===== config.mk =====
export PLATFORM = sky130hd
export DESIGN_NAME = fact_ctrl
export DESIGN_NICKNAME = d
export VERILOG_FILES = /design/src/rtl/fact_pkg.sv /design/src/rtl/cla64.sv /design/src/rtl/fact_ctrl.sv
export SDC_FILE = /design/constraint.sdc
export NUM_CORES = 1
export LEC_CHECK = 0
export CORE_UTILIZATION = 40
export CTS_CLUSTER_DIAMETER = 50
export DETAILED_ROUTE_END_ITERATION = 7
export HOLD_SLACK_MARGIN = 0.05
export PLACE_DENSITY_LB_ADDON = 0.15
export SYNTH_ARGS = -nofsm -noshare
export SYNTH_HDL_FRONTEND = slang
export SYNTH_HIERARCHICAL = 1
export SYNTH_SLANG_ARGS = --single-unit

===== constraint.sdc =====
create_clock -name clk -period 7.7 [get_ports clk]
set_input_delay 0.77 -clock clk [delete_from_list [all_inputs] [get_ports clk]]
set_output_delay 0.77 -clock clk [all_outputs]
set_load 0.02 [all_outputs]

===== src/rtl/fact_pkg.sv =====
// Shared constants and state type for the factorial controller.
package fact_pkg;

   localparam int unsigned DATA_W    = 64;
   localparam int unsigned N_W       = 6;
   localparam int unsigned MUL_STEPS = 6;
   localparam int unsigned DEF_MAX_N = 20;

   typedef enum logic [1:0] {
      IDLE = 2'd0,
      MUL  = 2'd1,
      NEXT = 2'd2,
      DONE = 2'd3
   } fact_state_e;

endpackage


===== src/rtl/cla64.sv =====
// 64-bit carry-lookahead adder: 4-bit lookahead groups chained by group generate/propagate.
module cla64 (
   input  logic [63:0] a,
   input  logic [63:0] b,
   input  logic        ci,
   output logic [63:0] sum,
   output logic        co
);

   logic [63:0] g;
   logic [63:0] p;

   assign g = a & b;
   assign p = a ^ b;

   // Per group: local carries from the group carry-in, then group G/P forms the next carry-in.
   always_comb begin
      logic       cin;
      logic [3:0] gg;
      logic [3:0] pp;
      logic [3:0] c;
      sum = '0;
      cin = ci;
      for (int gi = 0; gi < 16; gi++) begin
         gg   = g[4*gi +: 4];
         pp   = p[4*gi +: 4];
         c[0] = cin;
         c[1] = gg[0] | (pp[0] & cin);
         c[2] = gg[1] | (pp[1] & gg[0]) | (pp[1] & pp[0] & cin);
         c[3] = gg[2] | (pp[2] & gg[1]) | (pp[2] & pp[1] & gg[0]) | (pp[2] & pp[1] & pp[0] & cin);
         sum[4*gi +: 4] = pp ^ c;
         cin = gg[3] | (pp[3] & gg[2]) | (pp[3] & pp[2] & gg[1]) | (pp[3] & pp[2] & pp[1] & gg[0])
               | (&pp & cin);
      end
      co = cin;
   end

endmodule


===== src/rtl/fact_ctrl.sv =====
// Factorial sequencer: n! by shift-and-add multiplication through one shared cla64 adder.
module fact_ctrl
   import fact_pkg::*;
#(
   parameter int unsigned MAX_N = DEF_MAX_N
) (
   input  logic              clk,
   input  logic              reset_n,
   input  logic              op_start,
   input  logic              op_clear,
   input  logic [N_W-1:0]    n_value,
   output logic [DATA_W-1:0] result,
   output logic              op_done,
   output logic              op_err,
   output logic              busy
);

   fact_state_e       state;
   logic [DATA_W-1:0] r_q;
   logic [DATA_W-1:0] p_q;
   logic [N_W-1:0]    k_q;
   logic [2:0]        i_q;
   logic [N_W-1:0]    n_q;
   logic [DATA_W-1:0] addend;
   logic [DATA_W-1:0] add_sum;

   // Shifted running product; bits pushed past bit 63 are dropped.
   always_comb begin
      addend = r_q << i_q;
   end

   cla64 u_cla64 (
      .a   (p_q),
      .b   (addend),
      .ci  (1'b0),
      .sum (add_sum),
      .co  ()
   );

   // Controller state, datapath registers and registered outputs.
   always_ff @(posedge clk or negedge reset_n) begin
      if (!reset_n) begin
         state   <= IDLE;
         r_q     <= '0;
         p_q     <= '0;
         k_q     <= '0;
         i_q     <= '0;
         n_q     <= '0;
         result  <= '0;
         op_done <= 1'b0;
         op_err  <= 1'b0;
         busy    <= 1'b0;
      end else if (op_clear) begin
         state   <= IDLE;
         result  <= '0;
         op_done <= 1'b0;
         op_err  <= 1'b0;
         busy    <= 1'b0;
      end else begin
         unique case (state)
            IDLE: begin
               op_done <= 1'b0;
               if (op_start) begin
                  n_q    <= n_value;
                  r_q    <= DATA_W'(1);
                  p_q    <= '0;
                  k_q    <= N_W'(2);
                  i_q    <= '0;
                  result <= '0;
                  op_err <= 1'b0;
                  if (32'(n_value) > MAX_N) begin
                     state   <= DONE;
                     op_err  <= 1'b1;
                     op_done <= 1'b1;
                  end else if (n_value < N_W'(2)) begin
                     state   <= DONE;
                     result  <= DATA_W'(1);
                     op_done <= 1'b1;
                  end else begin
                     state <= MUL;
                     busy  <= 1'b1;
                  end
               end
            end
            MUL: begin
               if (k_q[i_q]) begin
                  p_q <= add_sum;
               end
               if (i_q == 3'(MUL_STEPS - 1)) begin
                  i_q   <= '0;
                  state <= NEXT;
               end else begin
                  i_q <= i_q + 3'd1;
               end
            end
            NEXT: begin
               r_q <= p_q;
               p_q <= '0;
               k_q <= k_q + N_W'(1);
               if (k_q == n_q) begin
                  result  <= p_q;
                  state   <= DONE;
                  busy    <= 1'b0;
                  op_done <= 1'b1;
               end else begin
                  state <= MUL;
               end
            end
            DONE: begin
               op_done <= 1'b0;
               state   <= IDLE;
            end
            default: state <= IDLE;
         endcase
      end
   end

endmodule

# --- After elaboration in Yosys (flattened, before gate mapping) ---
# Cells that the tools add are included.
# Widths: inputs -> output; s select.
word_totals:
  reg_bits: 212
  input_bits: 10
  output_inout_bits: 67
  elab_cells: 499
op_classes:
  addsub: 2
  n_lt_le_gt_ge: 3
  eq_ne: 12
  n_shift: 1
  muxes: 41
  bitwise_logic: 399
  n_reduce_logical: 31
op_table:
  columns: ["cell", "count"]
  rows:
  - ["$mux 64", 6]
  - ["$pmux 64 s2", 2]
  - ["$and 1x1->1", 228]
  - ["$pmux 64 s3", 1]
  - ["$or 1x1->1", 152]
  - ["$shl 64x3->64", 1]
  - ["$xor 4x4->4", 16]
  - ["$xor 64x64->64", 1]
  - ["$and 63x63->63", 1]
  - ["$reduce_and 4->1", 15]
  - ["$mux 1", 17]
  - ["$ne 3x3->1 const B", 5]
  - ["$mux 2", 6]
  - ["$pmux 6 s2", 1]
  - ["$reduce_and 3->1", 4]
  - ["$pmux 2 s4", 1]
  - ["$reduce_bool 2->1", 4]
  - ["$add 6x1->6 const B", 1]
  - ["$eq 6x6->1", 1]
  - ["$gt 6x5->1 const B", 1]
  - ["$lt 6x2->1 const B", 1]
  - ["$mux 3", 2]
  - ["$mux 6", 1]
  - ["$pmux 3 s2", 1]
  - ["15 further kinds", 20]

# --- Logic depth before layout (Yosys ltp) ---
# Gate-level depths: netlist of run 1.
depth:
  word_depth: 39
  depth_mapped: 19
  depth_no_buf: 17

# --- By module ---
# The synthesis of run 1 kept the hierarchy.
modules_own_cells:
  columns: ["mod", "n_inst", "cells_each", "area_each_um2", "seq_area_each_um2"]
  rows:
  - ["fact_ctrl", 1, 1076, 10954.3, 5305.1]
  - ["cla64", 1, 338, 2756.4, 0.0]

# --- Worst setup path before layout of run 1 ---
# No wires, ideal clock.
synth_path:
  path_type: "register to register"
  start: "register i_q[0]"
  end: "register p_q[60]"
  setup_time_ns: 0.121
  arrival_ns: 4.232
  required_ns: 7.579
  setup_slack_ns: 3.347
  path_stages_with_launch: 17
  n_path_buf: 2
  synth_period_minus_slack_ns: 4.353
  path_cell_list: "dfrtp_1 -> buf_2 -> clkbuf_1 -> mux2i_1 -> mux2i_1 -> mux2_2 -> ha_1 -> nand2_1 -> or3_1 -> o31a_1 -> o21a_2 -> o32a_4 -> a21oi_1 -> nor2_1 -> o21bai_1 -> fa_1 -> a22o_1"
synth_via:
  elab_cells_between_ends: 172
  classes_between: "1 x eq/ne; 1 x shift; 4 x mux; 151 x bitwise; 15 x reduce/logical"
synth_lines:
  columns: ["item", "line", "rtl"]
  rows:
  - ["start, declared", "fact_ctrl.sv:22", "logic [2:0] i_q;"]
  - ["start signal, assigned", "fact_ctrl.sv:93", "i_q <= i_q + 3'd1;"]
  - ["$shl 64x3->64 *", "fact_ctrl.sv:29", "addend = r_q << i_q;"]
  - ["via addend[13]", "fact_ctrl.sv:24", "logic [DATA_W-1:0] addend;"]
  - ["$and 63x63->63 or $xor 64x64->64 (tied branches)", "cla64.sv:13, cla64.sv:14", null]
  - ["$and 1x1->1", "cla64.sv:32", "cin = gg[3] | (pp[3] & gg[2]) | (pp[3] & pp[2] & gg[1]) | (pp[3] & pp[2] & pp[1] & gg[0])"]
  - ["$or 1x1->1 or $and 1x1->1 (tied branches)", "cla64.sv:32", null]
  - ["$or 1x1->1", "cla64.sv:32", null]
  - ["$or 1x1->1 *", "cla64.sv:33", "| (&pp & cin);"]
  - ["$and 1x1->1 *", "cla64.sv:33", null]
  - ["[... 17 more ...]", null, null]
  - ["$and 1x1->1 *", "cla64.sv:33", null]
  - ["$or 1x1->1 *", "cla64.sv:33", null]
  - ["$and 1x1->1 *", "cla64.sv:33", null]
  - ["$or 1x1->1 *", "cla64.sv:33", null]
  - ["$xor 4x4->4 *", "cla64.sv:31", "sum[4*gi +: 4] = pp ^ c;"]
  - ["via add_sum[60]", "fact_ctrl.sv:25", "logic [DATA_W-1:0] add_sum;"]
  - ["$mux 64 *", "fact_ctrl.sv:86", "if (k_q[i_q]) begin"]
  - ["$pmux 64 s3 *", "fact_ctrl.sv:60", "unique case (state)"]
  - ["end signal, assigned", "fact_ctrl.sv:87", "p_q <= add_sum;"]
  - ["end, declared", "fact_ctrl.sv:20", "logic [DATA_W-1:0] p_q;"]
# Mark *: on every way through the listed nets, which the timed path passes. The rest lies on a longest branch. The select of a mux whose other input is x is not followed.
# A chain may end at the register's enable or synchronous reset.

# --- Final worst setup path of run 1 ---
layout_path:
  start: "register i_q[1]"
  end: "register p_q[57]"
layout_via:
  elab_cells_between_ends: 163
  classes_between: "1 x eq/ne; 1 x shift; 4 x mux; 143 x bitwise; 14 x reduce/logical"
layout_lines:
  columns: ["item", "line", "rtl"]
  rows:
  - ["$shl 64x3->64 *", "fact_ctrl.sv:29", null]
  - ["via addend[33]", "fact_ctrl.sv:24", null]
  - ["$and 63x63->63 or $xor 64x64->64 (tied branches)", "cla64.sv:13, cla64.sv:14", null]
  - ["$and 1x1->1", "cla64.sv:32", null]
  - ["$or 1x1->1 or $and 1x1->1 (tied branches)", "cla64.sv:32", null]
  - ["$or 1x1->1", "cla64.sv:32", null]
  - ["$or 1x1->1 *", "cla64.sv:33", null]
  - ["$and 1x1->1 *", "cla64.sv:33", null]
  - ["[... 7 more ...]", null, null]
  - ["$and 1x1->1 *", "cla64.sv:33", null]
  - ["$or 1x1->1 *", "cla64.sv:33", null]
  - ["$and 1x1->1 *", "cla64.sv:28", "c[1] = gg[0] | (pp[0] & cin);"]
  - ["$or 1x1->1 *", "cla64.sv:28", null]
  - ["$xor 4x4->4 *", "cla64.sv:31", null]
  - ["via add_sum[57]", "fact_ctrl.sv:25", null]
  - ["$mux 64 *", "fact_ctrl.sv:86", null]
  - ["$pmux 64 s3 *", "fact_ctrl.sv:60", null]
# Marked as above.

==> metrics.txt, run 1 <==
clk slew on worst S/H paths=about 0.060 ns; Pre-antenna DRT Iters=4; Remaining DRCs=0; Final Hold Vio Count=0; Die H=~190 um; Slew headroom=around a quarter; RR Startpoint=i_q[1]$_DFFE_PN0P_; Total Routing Usage GR=between 10% and 20%; CP endpoint kind=register; crit path time final=~5.4 ns; hold buffer count at CTS=0; largest net degree at the start of global routing=99; Area growth, synth to finish=15.6%; CTS tree=built; Clock Skew=0.0168 ns; Core Footprint=0.0336 mm^2; Final Core Density=a little under half; Fillers=between 3000 and 4000; crit-path cells=inv_2 > buf_4 > mux2i_1 > mux2_2 > ha_1 > and3_1 > and2_1 > a221oi_1 > o22a_1 > nand2b_1 > o21ai_1 > a21o_1 > a41o_1 > fa_1 > xor2_1 > a22o_1; worst vdd ir=202 uV; synthesized instance count=1412; share of post-route cells with drive strength above 1=under 10%; num ports=77; CP required=roughly 8.1 ns; max cap viols=0; drt wl/cell=17.0 um; actual slew at the worst max-slew pin=around 1.1 ns; routing usage on met2=30.4%; Warnings, synthesis=6; period utilisation layout=70.0%; vias in the first global route=10355; post-DP HPWL=approximately 22000 um; clk buf depth=3; H-Tree Depth=1; RSZ-0062 raised after global routing=no; status=finished, final reports clean; die area=around 0.035 mm^2; Ant. Diodes=0; met1 global-route usage=27.4%; leakage=8.01 nW; Final Cell Area=between 0.015 and 0.02 mm^2; NumNets Final=approximately 1600; Startpoint Class=register; met3 Track Usage GR=2.36%; Iteration-0 DRC Markers=between 500 and 600; Clock Tree Root=clkbuf_16; setup bufs post-CTS=0; num rows=67; RePlAce Congestion=0.840; Clock Latency Late Sink=approximately 0.55 ns; top achievable clock speed=186 MHz; final setup violating endpoints=0; placed inst area=between 0.01 and 0.015 mm^2; post-cts sizing count=0; gr busiest metal=met2; WS Path Type=register to register; Setup TNS=0 ns; crit path max fanout=30; initial antenna violation count=0; crit path max-delay cell type=inv_2; CP max stage delay=between 0.6 and 0.7 ns; WL final=between 30000 and 40000 um; first-pass GRT wire length=55300 um; most frequent cells in the layout=nand2_1, dfrtp_1, mux2i_1; gr ovfl total=0; worst hold-check path type=input pin to asynchronous set/reset pin; Starting Density=40.8%; Post-Syn Area per Cell=between 9 and 10 um^2; Port-buffer cells=between 70 and 80; die width=187 um; power per cell area=between 200 and 250 mW/mm^2; total vias in the final route=~10000; most common cell after layout, fill and taps aside=nand2_1; CTS buffer count=31; Final ANT Viol Nets=0; Via density=approximately 5.3; Clock Sinks=roughly 210; WP data arrival=just under 6 ns; Worst Setup SP=i_q[1]$_DFFE_PN0P_; count of final max-slew check failures=0; Syn Std Cell Area=0.0137 mm^2
==> sequential cells by signal, summed over array words and instances, names as in the netlist <==
name,cells
k_q,6
op_done,1
i_q,3
p_q,64
n_q,6
op_err,1
result,64
r_q,64
busy,1
state,2
==> power breakdown <==
group | switching [mW] | internal (mW) | total [mW]
Clock | 0.550 | 0.901 | 1.45
Combinational | 0.595 | 0.345 | 0.940
Sequential | 0.0985 | 1.16 | 1.26
Total | 1.24 | 2.41 | 3.65
==> final timing paths <==
path | endpoint | slack [ns] | cells past startpoint
max | p_q[57]$_DFFE_PN0P_ | 2.31 | 16
min | busy$_DFFE_PN0P_ | 0.24 | 1
max reg2reg | p_q[57]$_DFFE_PN0P_ | 2.31 | 16
min reg2reg | r_q[11]$_DFFE_PN0P_ | 0.49 | 2
max in group asynchronous | p_q[37]$_DFFE_PN0P_ | 6.11 | 2
min in group clk | r_q[11]$_DFFE_PN0P_ | 0.49 | 2
==> worst max-delay path: cells and delay by family (launching register included) <==
kind | cells | cell delay (ns)
and+or+nand+nor | 3 | 0.51
adders and majority gates | 2 | 0.73
DFF | 1 | 0.66
AOI/OAI and AO/OA | 6 | 1.44
xor gates and xnor gates | 1 | 0.17
buffers and inverters | 2 | 1.24
muxes | 2 | 0.51
==> layout make-up <==
cell class / instances / area [um^2] / share of cell area [%]
Clock inverter: 18 / 233 / 1.47
Multi-Input combinational cell: 1035 / 7720 / 48.7
Sequential cell: 212 / 5310 / 33.5
Inverter: 87 / 327 / 2.06
Timing Repair Buffer: 90 / 871 / 5.50
Clock buffer: 38 / 822 / 5.19
Tap cell: 448 / 561 / 3.54
==> per-stage QoR <==
| stage | setup slack [ns] | hold WS [ns] | instances | total power, mW |
|---|---|---|---|---|
| 3_3_place_gp | 2.48 | 0.458 | 1872 | 2.22 |
| 6_report | 2.31 | 0.244 | 1928 | 3.65 |
| 4_1_cts | 2.31 | 0.277 | 1928 | 3.69 |
| 2_1_floorplan | 3.35 | 0.434 | 1414 | 2.00 |
| 5_1_grt | 1.94 | 0.315 | 1928 | 3.83 |
| 3_5_place_dp | 2.34 | 0.485 | 1872 | 2.23 |
==> layer usage <==
layer  vias up  wire, um
met1      4941     16400
met5         -         0
li1       5061         -
met3        41      1100
met2       154     14800
met4         0       536
Power figures use the tool's default switching activity.
==> inputs of run 2 (changes only) <==
==> constraint.sdc (replaced) <==
create_clock -name clk -period 4.6 [get_ports clk]
set_input_delay 0.46 -clock clk [delete_from_list [all_inputs] [get_ports clk]]
set_output_delay 0.46 -clock clk [all_outputs]
set_load 0.02 [all_outputs]
==> metrics.txt, run 2 (synthesis gave the netlist of run 1 again) <==
worst hold-check path type=register to register (was input pin to asynchronous set/reset pin); status=finished, final reports clean (unchanged); CP required=5.04 ns (was 8.14 ns); die width=187 um (unchanged); Remaining DRCs=0 (unchanged); post-DP HPWL=23200 um (was 22000 um); actual slew at the worst max-slew pin=0.900 ns (was 1.12 ns); WL final=33800 um (was 32800 um); hold_sp=r_q[63]$_DFFE_PN0P_; CTS buffer count=30 (was 31); crit path time final=4.41 ns (was 5.39 ns); first-pass GRT wire length=56300 um (was 55300 um); RR Startpoint=i_q[0]$_DFFE_PN0P_ (was i_q[1]$_DFFE_PN0P_); Die H=187 um (unchanged); final setup violating endpoints=0 (unchanged); total vias in the final route=10369 (was 10197); H-Tree Depth=1 (unchanged); met1 WL=16600 um (was 16400 um); top achievable clock speed=227 MHz (was 186 MHz); vias in the first global route=10530 (was 10355); most common cell after layout, fill and taps aside=nand2_1 (unchanged); Layout Cells excl Fill=1950 (was 1928); Final ANT Viol Nets=0 (unchanged); Ant. Diodes=0 (unchanged); WS Path Type=register to register (unchanged); drt wl/cell=17.3 um (was 17.0 um); most frequent cells in the layout=nand2_1, dfrtp_1, mux2i_1 (unchanged); RR Endpoint=p_q[60]$_DFFE_PN0P_ (was p_q[57]$_DFFE_PN0P_); WP data arrival=4.85 ns (was 5.83 ns); largest net degree at the start of global routing=111 (was 99); period utilisation layout=95.8% (was 70.0%); crit path max fanout=7 (was 30); Hold EP=r_q[63]$_DFFE_PN0P_; met2 wire len=15500 um (was 14800 um); CP endpoint kind=register (unchanged); leakage=8.13 nW (was 8.01 nW); Core Footprint=0.0336 mm^2 (unchanged); Worst R2R Path Depth=17 (was 16); CTS tree=built (unchanged); Port-buffer cells=76 (unchanged); WHS Path Cells=2; R2R Setup Slk=0.19 ns (was 2.31 ns); Clock Sinks=212 (unchanged); power per cell area=380 mW/mm^2 (was 231 mW/mm^2); Startpoint Class=register (unchanged); clk buf depth=3 (unchanged); num ports=77 (unchanged); Slew headroom=40.0% (was 25.1%); Clock Skew=0.0114 ns (was 0.0168 ns); NumNets Final=1574 (was 1552); met3 WL=1050 um (was 1100 um); Via density=5.32 (was 5.29); share of post-route cells with drive strength above 1=11.5% (was 9.46%); die area=0.0350 mm^2 (unchanged); clk slew on worst S/H paths=0.06 ns (about the same); Clock Tree Root=clkbuf_16 (unchanged); Starting Density=40.8% (unchanged); RePlAce Congestion=0.868 (was 0.840); largest registers=p_q x64, r_q x64, result x64 (unchanged); gr ovfl total=0 (unchanged); Pre-antenna DRT Iters=6 (was 4); dpl cells=1889 (was 1872); max cap viols=0 (unchanged); Final Hold Vio Count=0 (unchanged); Placement Setup Slack=0.130 ns (was 2.34 ns); initial antenna violation count=0 (unchanged); Min Hold Slack=0.476 ns (was 0.244 ns); Final Core Density=47.8% (was 47.1%); Clock Latency Late Sink=0.55 ns (about the same); worst vdd ir=264 uV (was 202 uV); final worst slack=0.191 ns (was 2.31 ns); top layer reached by signal wires=met4 (unchanged); count of final max-slew check failures=0 (unchanged); Iteration-0 DRC Markers=512 (was 531); Area growth, synth to finish=17.3% (was 15.6%); Total Routing Usage GR=19.4% (was 19.0%); num rows=67 (unchanged)
==> run 2: changes by cell type in the layout (fill, tap and decap cells not counted), moves of 3 or more <==
cell / change
mux2i_2: +6
clkbuf_8: +3
mux2i_1: -6
buf_12: +5
bufinv_16: -3
clkbuf_1: -3
buf_4: +17
==> run 2: worst max-delay path by stage <==
stage | startpoint | endpoint | slack, ns | cells past startpoint
finish | i_q[0]$_DFFE_PN0P_ | p_q[60]$_DFFE_PN0P_ | 0.19 | 17
global route | i_q[0]$_DFFE_PN0P_ | p_q[60]$_DFFE_PN0P_ | -0.004 | 15
CTS | i_q[0]$_DFFE_PN0P_ | p_q[60]$_DFFE_PN0P_ | 0.07 | 15
detailed placement | i_q[0]$_DFFE_PN0P_ | p_q[57]$_DFFE_PN0P_ | 0.13 | 16
global placement | i_q[0]$_DFFE_PN0P_ | p_q[60]$_DFFE_PN0P_ | 0.18 | 15
floorplan | i_q[0]$_DFFE_PN0P_ | p_q[60]$_DFFE_PN0P_ | 0.25 | 16
==> run 2: per-stage QoR <==
stage	power, mW	instance area [um^2]	setup TNS, ns
2_1_floorplan	3.36	13700	0
3_3_place_gp	3.80	15000	0
3_5_place_dp	3.81	15000	0
4_1_cts	6.14	16000	0
5_1_grt	6.39	16100	-0.00409
6_report	6.10	16100	0
==> run 2: where the power goes <==
group          switching (mW)  total [mW]  internal, mW
Combinational            1.10        1.75         0.646
Clock                   0.919        2.30          1.38
Sequential             0.0977        2.05          1.95
Total                    2.12        6.10          3.98
==> run 2: cell type report <==
class	instances	area (um^2)
repair buffers	113	1110
flip-flops and latches	212	5310
clock buffers	38	852
multi-input cells	1035	7750
inverters	87	327
clock inverters	17	153
well taps	448	561
fillers	3133	17600
==> run 2: critical path: stages, from the launching register on <==
cell and delay, ns:
dfrtp_4 0.54, buf_4 0.20, buf_4 0.15, mux2i_2 0.23, mux2i_1 0.14, mux2_2 0.28, ha_1 0.34, nand2_1 0.10
nor2_2 0.13, nand3_1 0.11, or3_1 0.36, o21a_2 0.27, o32a_4 0.42, a21oi_1 0.15, nor2_1 0.08, o21bai_1 0.16
fa_1 0.43, a22o_1 0.21
==> run 2: what timing repair did <==
action / 4_1_cts / 5_1_grt
hold buffers: 1 / 0
buffers inserted: 0 / 5
gates resized for setup: 0 / 11
hold endpoints to repair: 57 / 0
setup endpoints to repair: 0 / 10
==> run 2: layer usage <==
metal	vias up	track usage, %
li1	5105	-
met1	5057	27.8
met2	160	31.3
met3	47	2.12
met4	0	5.04
met5	-	0
